`config.mk`:
```
export PLATFORM = sky130hd
export DESIGN_NAME = usb_in_ep_engine
export DESIGN_NICKNAME = d
export VERILOG_FILES = /design/src/rtl/usb_in_ep_engine.sv
export SDC_FILE = /design/constraint.sdc
export NUM_CORES = 1
export LEC_CHECK = 0
export CAP_MARGIN = 10
export CELL_PAD_IN_SITES_DETAIL_PLACEMENT = 0
export CELL_PAD_IN_SITES_GLOBAL_PLACEMENT = 2
export CORE_AREA = 2 2 108 110
export DETAILED_ROUTE_END_ITERATION = 7
export DIE_AREA = 0 0 110 112
export MAX_ROUTING_LAYER = met4
export PLACE_DENSITY_LB_ADDON = 0.1
export REMOVE_ABC_BUFFERS = 1
export SYNTH_ARGS = -nofsm -noshare
export SYNTH_HDL_FRONTEND = slang
export SYNTH_SLANG_ARGS = --single-unit
```
`constraint.sdc`:
```
create_clock -name clk -period 3.49 [get_ports clk]
set_clock_uncertainty 0.2 [all_clocks]
set_input_delay 0.349 -clock clk [delete_from_list [all_inputs] [get_ports clk]]
set_output_delay 0.349 -clock clk [all_outputs]
set_load 0.01 [all_outputs]
```
`src/rtl/usb_in_ep_engine.sv`:
```
// Device-side IN transaction engine for endpoints 1..NUM_EPS.
// Decodes IN tokens addressed to this device and answers with STALL, NAK or
// DATA0/1. Reports longer than MAX_PKT go out over several transactions.
// After a DATA packet it waits for the host ACK and keeps one data toggle
// per endpoint.
module usb_in_ep_engine #(
  parameter int NUM_EPS     = 2,
  parameter int MAX_PKT     = 8,
  parameter int TIMEOUT_CYC = 1000
) (
  input  logic                   clk,
  input  logic                   rst_n,
  input  logic [6:0]             dev_addr,
  input  logic [3:0]             rx_pid,
  input  logic                   rx_pid_valid,
  input  logic [7:0]             rx_data,
  input  logic                   rx_data_valid,
  input  logic                   rx_pkt_start,
  input  logic                   rx_pkt_end,
  input  logic                   rx_crc_err,
  output logic [3:0]             tx_pid,
  output logic [7:0]             tx_data,
  output logic                   tx_data_valid,
  output logic                   tx_pkt_start,
  output logic                   tx_pkt_end,
  input  logic                   tx_ready,
  input  logic [8*NUM_EPS-1:0]   ep_data,
  input  logic [NUM_EPS-1:0]     ep_valid,
  input  logic [NUM_EPS-1:0]     ep_last,
  output logic [NUM_EPS-1:0]     ep_ready,
  input  logic [NUM_EPS-1:0]     ep_stall,
  input  logic [NUM_EPS-1:0]     ep_toggle_clr,
  output logic [NUM_EPS-1:0]     ep_done,
  output logic [NUM_EPS-1:0]     ep_retry,
  output logic                   busy
);
  localparam int CW = $clog2(MAX_PKT + 1);
  localparam int TW = $clog2(TIMEOUT_CYC + 1);
  localparam logic [CW-1:0] MAXC = CW'(MAX_PKT);
  localparam logic [TW-1:0] TMAX = TW'(TIMEOUT_CYC);
  localparam logic [4:0]    NEPS = 5'(NUM_EPS);

  localparam logic [3:0] PID_IN    = 4'h9;
  localparam logic [3:0] PID_ACK   = 4'h2;
  localparam logic [3:0] PID_NAK   = 4'hA;
  localparam logic [3:0] PID_STALL = 4'hE;
  localparam logic [3:0] PID_DATA0 = 4'h3;
  localparam logic [3:0] PID_DATA1 = 4'hB;

  typedef enum logic [2:0] {IDLE, TOKEN, HS, TX_DATA, TX_END, WAIT_ACK} state_t;

  state_t               state;
  logic [3:0]           pid_q;
  logic [10:0]          tok_q;     // {endp, addr}; CRC5 bits are not kept
  logic [1:0]           tok_cnt;   // saturates at 3 so "too many bytes" stays visible
  logic [3:0]           sel;       // endpoint index (endp-1) being served
  logic [CW-1:0]        cnt;
  logic [TW-1:0]        tcnt;
  logic [NUM_EPS-1:0]   toggle;

  logic [3:0]           cur_pid;
  logic [10:0]          tok_nx;
  logic [1:0]           tok_cnt_nx;
  logic [3:0]           dec_idx;
  logic                 tok_ok;
  logic                 d_stall, d_valid, d_tog;
  logic                 s_valid, s_last;
  logic [7:0]           s_data;
  logic                 send, ack_hit, to_hit;
  logic [NUM_EPS-1:0]   sel_oh;

  assign busy    = (state != IDLE);
  // A PID strobe in the same cycle as the end pulse still counts.
  assign cur_pid = rx_pid_valid ? rx_pid : pid_q;

  // Token assembly including the byte that arrives with rx_pkt_end.
  always_comb begin
    tok_nx = tok_q;
    if (rx_data_valid) begin
      if (tok_cnt == 2'd0)      tok_nx[7:0]  = rx_data;
      else if (tok_cnt == 2'd1) tok_nx[10:8] = rx_data[2:0];
    end
    tok_cnt_nx = (rx_data_valid && tok_cnt != 2'd3) ? tok_cnt + 2'd1 : tok_cnt;
    dec_idx    = tok_nx[10:7] - 4'd1;
    tok_ok     = (cur_pid == PID_IN) && !rx_crc_err && (tok_cnt_nx == 2'd2) &&
                 (tok_nx[6:0] == dev_addr) && (tok_nx[10:7] != 4'd0) &&
                 ({1'b0, tok_nx[10:7]} <= NEPS);
  end

  // Per-endpoint muxing: decoded endpoint for the response, latched one for data.
  always_comb begin
    d_stall = 1'b0; d_valid = 1'b0; d_tog = 1'b0;
    s_valid = 1'b0; s_last  = 1'b0; s_data = 8'h00;
    sel_oh  = '0;
    for (int i = 0; i < NUM_EPS; i++) begin
      if (dec_idx == 4'(i)) begin
        d_stall = ep_stall[i];
        d_valid = ep_valid[i];
        d_tog   = toggle[i];
      end
      if (sel == 4'(i)) begin
        s_valid   = ep_valid[i];
        s_last    = ep_last[i];
        s_data    = ep_data[8*i +: 8];
        sel_oh[i] = 1'b1;
      end
    end
  end

  // Byte handshake with the source is combinational so the source can advance
  // on the same edge that captures the byte into tx_data.
  always_comb begin
    send     = (state == TX_DATA) && tx_ready && s_valid && (cnt < MAXC);
    ep_ready = send ? sel_oh : '0;
    ack_hit  = (state == WAIT_ACK) && rx_pkt_end && (cur_pid == PID_ACK) && !rx_crc_err;
    to_hit   = (state == WAIT_ACK) && (rx_pkt_end ? !ack_hit : (tcnt == TMAX));
  end

  // Transaction FSM with registered tx and status outputs.
  always_ff @(posedge clk or negedge rst_n) begin
    if (!rst_n) begin
      state         <= IDLE;
      pid_q         <= 4'h0;
      tok_q         <= '0;
      tok_cnt       <= 2'd0;
      sel           <= 4'd0;
      cnt           <= '0;
      tcnt          <= '0;
      toggle        <= '0;
      tx_pid        <= 4'h0;
      tx_data       <= 8'h00;
      tx_data_valid <= 1'b0;
      tx_pkt_start  <= 1'b0;
      tx_pkt_end    <= 1'b0;
      ep_done       <= '0;
      ep_retry      <= '0;
    end else begin
      tx_data_valid <= 1'b0;
      tx_pkt_start  <= 1'b0;
      tx_pkt_end    <= 1'b0;
      ep_done       <= ack_hit ? sel_oh : '0;
      ep_retry      <= to_hit  ? sel_oh : '0;
      // Clear after the ACK flip so a coincident clear wins.
      toggle        <= (toggle ^ (ack_hit ? sel_oh : '0)) & ~ep_toggle_clr;

      if (rx_pid_valid)      pid_q <= rx_pid;
      else if (rx_pkt_start) pid_q <= 4'h0;

      case (state)
        IDLE: if (rx_pkt_start) begin
          state   <= TOKEN;
          tok_q   <= '0;
          tok_cnt <= 2'd0;
        end
        TOKEN: begin
          tok_q   <= tok_nx;
          tok_cnt <= tok_cnt_nx;
          if (rx_pkt_end) begin
            if (tok_ok) begin
              sel          <= dec_idx;
              tx_pkt_start <= 1'b1;
              cnt          <= '0;
              if (d_stall) begin
                tx_pid <= PID_STALL;
                state  <= HS;
              end else if (!d_valid) begin
                tx_pid <= PID_NAK;
                state  <= HS;
              end else begin
                tx_pid <= d_tog ? PID_DATA1 : PID_DATA0;
                state  <= TX_DATA;
              end
            end else begin
              state <= IDLE;
            end
          end
        end
        HS: if (tx_ready) begin
          tx_pkt_end <= 1'b1;
          state      <= IDLE;
        end
        TX_DATA: if (tx_ready) begin
          if (send) begin
            tx_data       <= s_data;
            tx_data_valid <= 1'b1;
            cnt           <= cnt + CW'(1);
            if (s_last || (cnt + CW'(1) == MAXC)) state <= TX_END;
          end else begin
            state <= TX_END;
          end
        end
        TX_END: if (tx_ready) begin
          tx_pkt_end <= 1'b1;
          tcnt       <= '0;
          state      <= WAIT_ACK;
        end
        WAIT_ACK: begin
          tcnt <= tcnt + TW'(1);
          if (ack_hit || to_hit) state <= IDLE;
        end
        default: state <= IDLE;
      endcase
    end
  end
endmodule

```
==> results of run 1 <==
[kinds of logic (layout without fill, tap and decap cells)]
kind of cell | count (synthesis) | in the layout | synth area share
and+or+nand+nor | 139 | 139 | 0.218
AOI/OAI and AO/OA | 85 | 85 | 0.173
DFF | 59 | 59 | 0.423
buffers and inverters | 27 | 113 | 0.0384
muxes | 25 | 25 | 0.0742
xor gates and xnor gates | 15 | 15 | 0.0376
adders and majority gates | 10 | 10 | 0.0359
[metal layers]
metal	vias up	routed length, um
met3	10	516
met4	0	201
met5	-	0
li1	1475	-
met1	1363	4420
met2	76	4030
[cell type report]
cell class              instances  area share
clock buffers                  11      0.0518
clock inverters                 5      0.0112
inverters                      13      0.0104
multi-input cells             274       0.401
flip-flops and latches         59       0.315
well taps                     143      0.0382
repair buffers                 84       0.172
[through the flow]
step	power [uW]	setup slack (ps)	cells	cell area, um^2
after floorplan	1400	619	346	3400
after global placement	1710	242	572	4380
after detailed placement	1700	167	572	4380
after CTS	2610	269	589	4690
after global routing	2760	3.55	589	4690
final	2560	269	589	4690
[final timing paths]
kind / to / slack (ps)
worst max-delay path: tx_pid[3]$_DFFE_PN0P_ / 270
worst min-delay path: tx_pid[1]$_DFFE_PN0P_ / 260
worst max register to register: tx_pid[3]$_DFFE_PN0P_ / 270
worst min register to register: tx_pid[1]$_DFFE_PN0P_ / 260
max in group asynchronous: tok_q[9]$_DFFE_PN0P_ / 1940
min in group asynchronous: tx_data[0]$_DFFE_PN0P_ / 430
[Yosys cell counts (5+ instances only)]
cell type and count:
a22o_1 15, nor2_1 26, a21oi_1 7, mux2_2 7, clkbuf_1 7, inv_1 13
ha_1 10, or3_1 5, mux2i_1 18, nand2_1 44, a31oi_1 5, o21ai_0 20
o31ai_1 12, nor3_1 11, dfrtp_1 59, nand3_1 9, xor2_1 11
[sequential cells by signal, indices dropped and copies added, names as in the netlist]
signal,flops
state,3
toggle,2
tcnt,10
ep_done,2
sel,4
ep_retry,2
pid_q,4
tx_pkt_start,1
tx_data,8
tok_q,11
cnt,4
tx_pkt_end,1
tok_cnt,2
tx_pid,4
tx_data_valid,1
[repair_timing]
action,CTS,global route
setup buffers,0,0
hold buffers,1,0
endpoints found under the hold margin,32,0
resized for setup,0,0
[where the power goes]
part / internal [uW] / switching [uW] / total, uW
Combinational: 356 / 421 / 778
Clock: 567 / 305 / 872
Sequential: 792 / 119 / 911
[worst max-delay path: stages (launching register included)]
cell and delay, ps:
dfrtp_1 450, inv_1 80, ha_1 240, nand3b_4 230, mux2i_1 490, inv_1 150, ha_1 290, nor3_1 190
a31oi_1 60, a31oi_1 300, o211ai_1 140, mux2_2 280
==> flow_summary.toml, run 1 <==
[status]
status = "finished clean"

[global_route]
grt_overflow_total = 0
grt_use_met2 = 0.249
grt.busiest_layer = "met2"
first_global_vias = 2968
grt_max_degree = 35
grt_pass1_wl_um = 15200
grt_usage = 0.168
gr-usage-met1 = 0.219
antenna_found_initial = 0
grt_util_met3 = 0.0334

[timing]
period_share = 0.923
finalSetupViolations = 0
grt_setup_unrepaired = "false"
holdWs_ps = 263
relSlewSlack = 0.484
max_freq_ghz = 0.310
hold_violations = 0
finalMaxSlewViolations = 0
finalSetupTns_ps = 0
worst_pin_slew_ps = 774
final.min_clock_period_ps = 3220

[clocking]
numCtsBuffers = 9
cts_tree = "built"
insertion_delay_ps = 330
cts-root-buf = "clkbuf_16"
cts.clk_slew.worst_paths_ps = 50
cts_sinks = 59
htreeDepth = 3
clk_path_buf_depth = 2

[logic_synthesis]
syn_area_um2 = 3490
syn_avg_cell_area_um2 = 9.69
synth_cells = 360
yosysTopAreaCell = "dfrtp_1"
ys.flop_type = "dfrtp_1"
synth-edff-count = 0
synthArstFlopShare = 1.00
synthTopCellsByArea = "dfrtp_1 (42%), mux2i_1 (5.2%), nand2_1 (4.7%)"
yosysWarnings = 0
ys_seq_area_frac = 0.423
synth_seq_cells = 59
synth.distinct_cells = 64
synth_top_area_share = 0.423

[final_layout]
diodes = 0
syn_to_final_growth_pct = 34.3
layout-drive-gt1-share = 0.105
nFillCells = 1173
layout_commonest_cell = "clkdlybuf4s50_1"
nets = 502
final_cell_mix = "clkdlybuf4s50_1 (71), dfrtp_1 (59), nand2_1 (44)"
post-route-util = 0.419
multiInputGateArea_um2 = 1880
regArea_um2 = 1480

[floorplan]
ioPinCount = 73
start_util = 0.312
coreArea_um2 = 11200
die-area_um2 = 12300
die_w_um = 110
die_h_um = 112
rows = 39

[drt]
routed_wl_um = 9170
drt_iter0_drc = 150
antenna_left = 0
dr.pass1.iters = 4
drc = 0
wl_per_cell_um = 15.6
via_per_inst = 4.96
vias = 2924

[place]
hpwl_um = 6890
gp_congestion = 0.815
io_buffers = 72

[hold_path]
hold_depth = 1
hold_class = "reg2reg"
hp-start = "tx_pid[1]$_DFFE_PN0P_"

[power_and_ir_drop]
static-leakage-power_uw = 0.00210
power_density_nw_per_um2 = 546
irDropWorstVdd_mv = 0.252

[setup_path]
rr_worst_depth = 11
crit_fanout = 10
r2r_start = "tok_cnt[0]$_DFFE_PN0P_"
required_ps = 3510
crit_type = "reg2reg"
endpoint_kind = "register"
cp-start-kind = "register"
arrival_ps = 3240
crit_path_start = "tok_cnt[0]$_DFFE_PN0P_"

[job]
cap_violations = 0
Note: power is estimated with default switching activity, not from simulation.
==> run 2: changes to the inputs <==
--- a/config.mk
+++ b/config.mk
@@ -8,9 +8,10 @@
 export CAP_MARGIN = 10
 export CELL_PAD_IN_SITES_DETAIL_PLACEMENT = 0
 export CELL_PAD_IN_SITES_GLOBAL_PLACEMENT = 2
-export CORE_AREA = 2 2 108 110
+export CORE_AREA = 2 2 106 108
+export CTS_BUF_LIST = sky130_fd_sc_hd__clkbuf_8
 export DETAILED_ROUTE_END_ITERATION = 7
-export DIE_AREA = 0 0 110 112
+export DIE_AREA = 0 0 108 110
 export MAX_ROUTING_LAYER = met4
 export PLACE_DENSITY_LB_ADDON = 0.1
 export REMOVE_ABC_BUFFERS = 1
==> run 2 against run 1 <==
Compared with the run above: the run now ends with negative hold slack left; critical endpoint unchanged; power down 9.4%; combinational power grew 1%; maximum frequency increased by 0.12%; first-iteration DRC count fell by 31%; utilization up 0.90 points; via count up 0.82%; die area decreased by 3.6%; largest cell class unchanged; sequential share of layout area grew 0.71 points.
==> flow_summary.toml, run 2 (synthesis results as in run 1) <==
[clocking]
cts-root-buf = "clkbuf_8"
cts_resized = 0
postCtsHoldBufs = 0
cts_sinks = 59
htreeDepth = 3
cts_setup_buffers = 0
numCtsBuffers = 9
cts.clk_slew.worst_paths_ps = 70
cts_tree = "built"
clk_path_buf_depth = 2
insertion_delay_ps = 350

[power_and_ir_drop]
irDropWorstVdd_mv = 0.202
static-leakage-power_uw = 0.00206
power_density_nw_per_um2 = 506

[place]
hpwl_um = 6690
gp_congestion = 0.824
io_buffers = 72
dpl_cell_area_um2 = 4390

[final_layout]
syn_to_final_growth_pct = 31.3
fin_area_um2 = 4580
multiInputGateArea_um2 = 1880
nFillCells = 1072
nets = 502
layout_commonest_cell = "clkdlybuf4s50_1"
top_register = "tok_q"
diodes = 0
layout-drive-gt1-share = 0.108
largestRegisters = "tok_q (11), tcnt (10), tx_data (8)"
largest_register_ff_count = 11
final_cell_mix = "clkdlybuf4s50_1 (71), dfrtp_1 (59), nand2_1 (44)"
regArea_um2 = 1480
post-route-util = 0.428

[setup_path]
crit_slowest_cell = "dfrtp_1"
crit_chain = "inv_1 -> ha_1 -> nand3b_4 -> mux2i_1 -> inv_1 -> ha_1 -> nor3_1 -> a31oi_1 -> a31oi_1 -> o211ai_1 -> mux2_2"
cp_num_buf_inv = 2
arrival_ps = 3260
crit_fanout = 10
endpoint_kind = "register"
critical_path.top_delay_family = "multiplexers"
required_ps = 3530
cp-start-kind = "register"
path_depth = 11
rr_worst_depth = 11
crit_type = "reg2reg"
cp_slowest_stage_delay_ps = 460

[drt]
antenna_left = 0
routed_wl_um = 9160
drc = 0
drt_iter0_drc = 103
vias = 2948
via_per_inst = 5.04
dr.pass1.iters = 4
wl_per_cell_um = 15.7

[timing]
finalSetupViolations = 0
period_share = 0.922
hold_violations = 59
relSlewSlack = 0.479
holdWs_ps = -35.0
finalSetupTns_ps = 0
final.min_clock_period_ps = 3220
worst_pin_slew_ps = 781
finalMaxSlewViolations = 0
grt_setup_unrepaired = "false"
max_freq_ghz = 0.311

[global_route]
first_global_vias = 2894
grt_pass1_wl_um = 14800
grt_overflow_total = 0
grt_max_degree = 60
antenna_found_initial = 0
grt_usage = 0.167

[status]
status = "finished, violations left"
violations = "negative hold slack"

[floorplan]
die_h_um = 110
rows = 38
start_util = 0.326
coreArea_um2 = 10700
die-area_um2 = 11900
ioPinCount = 73
die_w_um = 108

[hold_path]
hold_class = "in2async"

[job]
cap_violations = 0
## run 2: cell types whose count changed in the layout (fill, tap and decap cells not counted), sizes merged
cell	change
buf	+1
bufinv	-1
clkbuf	+3
clkinv	-2
clkinvlp	-1
dlygate4sd3	-1
## run 2: final timing paths
check	startpoint	to	slack, ps
max	tok_cnt[0]$_DFFE_PN0P_	tx_pid[3]$_DFFE_PN0P_	270
min	rst_n	tx_data[4]$_DFFE_PN0P_	-40
max reg2reg	tok_cnt[0]$_DFFE_PN0P_	tx_pid[3]$_DFFE_PN0P_	270
min reg2reg	tx_pid[1]$_DFFE_PN0P_	tx_pid[1]$_DFFE_PN0P_	260
max in group asynchronous	rst_n	tok_q[1]$_DFFE_PN0P_	2620
min in group clk	tx_pid[1]$_DFFE_PN0P_	tx_pid[1]$_DFFE_PN0P_	260
## run 2: per-layer routing
metal | GRT usage | part of all wire
met1 | 0.231 | 0.50
met2 | 0.246 | 0.43
met4 | 0.0504 | 0.013
met5 | - | 0
met3 | 0.0364 | 0.051
## run 2: layout make-up
class | count | share of cell area
repair buffers | 84 | 0.176
flip-flops and latches | 59 | 0.322
clock inverters | 1 | 0.00109
multi-input cells | 274 | 0.410
well taps | 140 | 0.0382
inverters | 13 | 0.0106
clock buffers | 14 | 0.0420
## run 2: per-stage QoR
stage	total power, uW	std cells	setup slack, ps
2_1_floorplan	1400	346	619
3_3_place_gp	1710	570	266
3_5_place_dp	1710	570	215
4_1_cts	2350	585	280
5_1_grt	2510	585	5.13
6_report	2320	585	273
## run 2: power breakdown
part | switching, uW | internal (uW)
clock network | 279 | 350
logic | 428 | 358
registers | 116 | 790
total | 822 | 1500
## run 2: worst register-to-register path, delay by kind of cell (launching register included)
kind / cells / cell delay [ps]
flip-flops: 1 / 460
adder cells (fa/ha/maj): 2 / 530
multiplexers: 2 / 730
AO/OA/AOI/OAI: 3 / 530
buffers and inverters: 2 / 220
AND/OR/NAND/NOR: 2 / 440
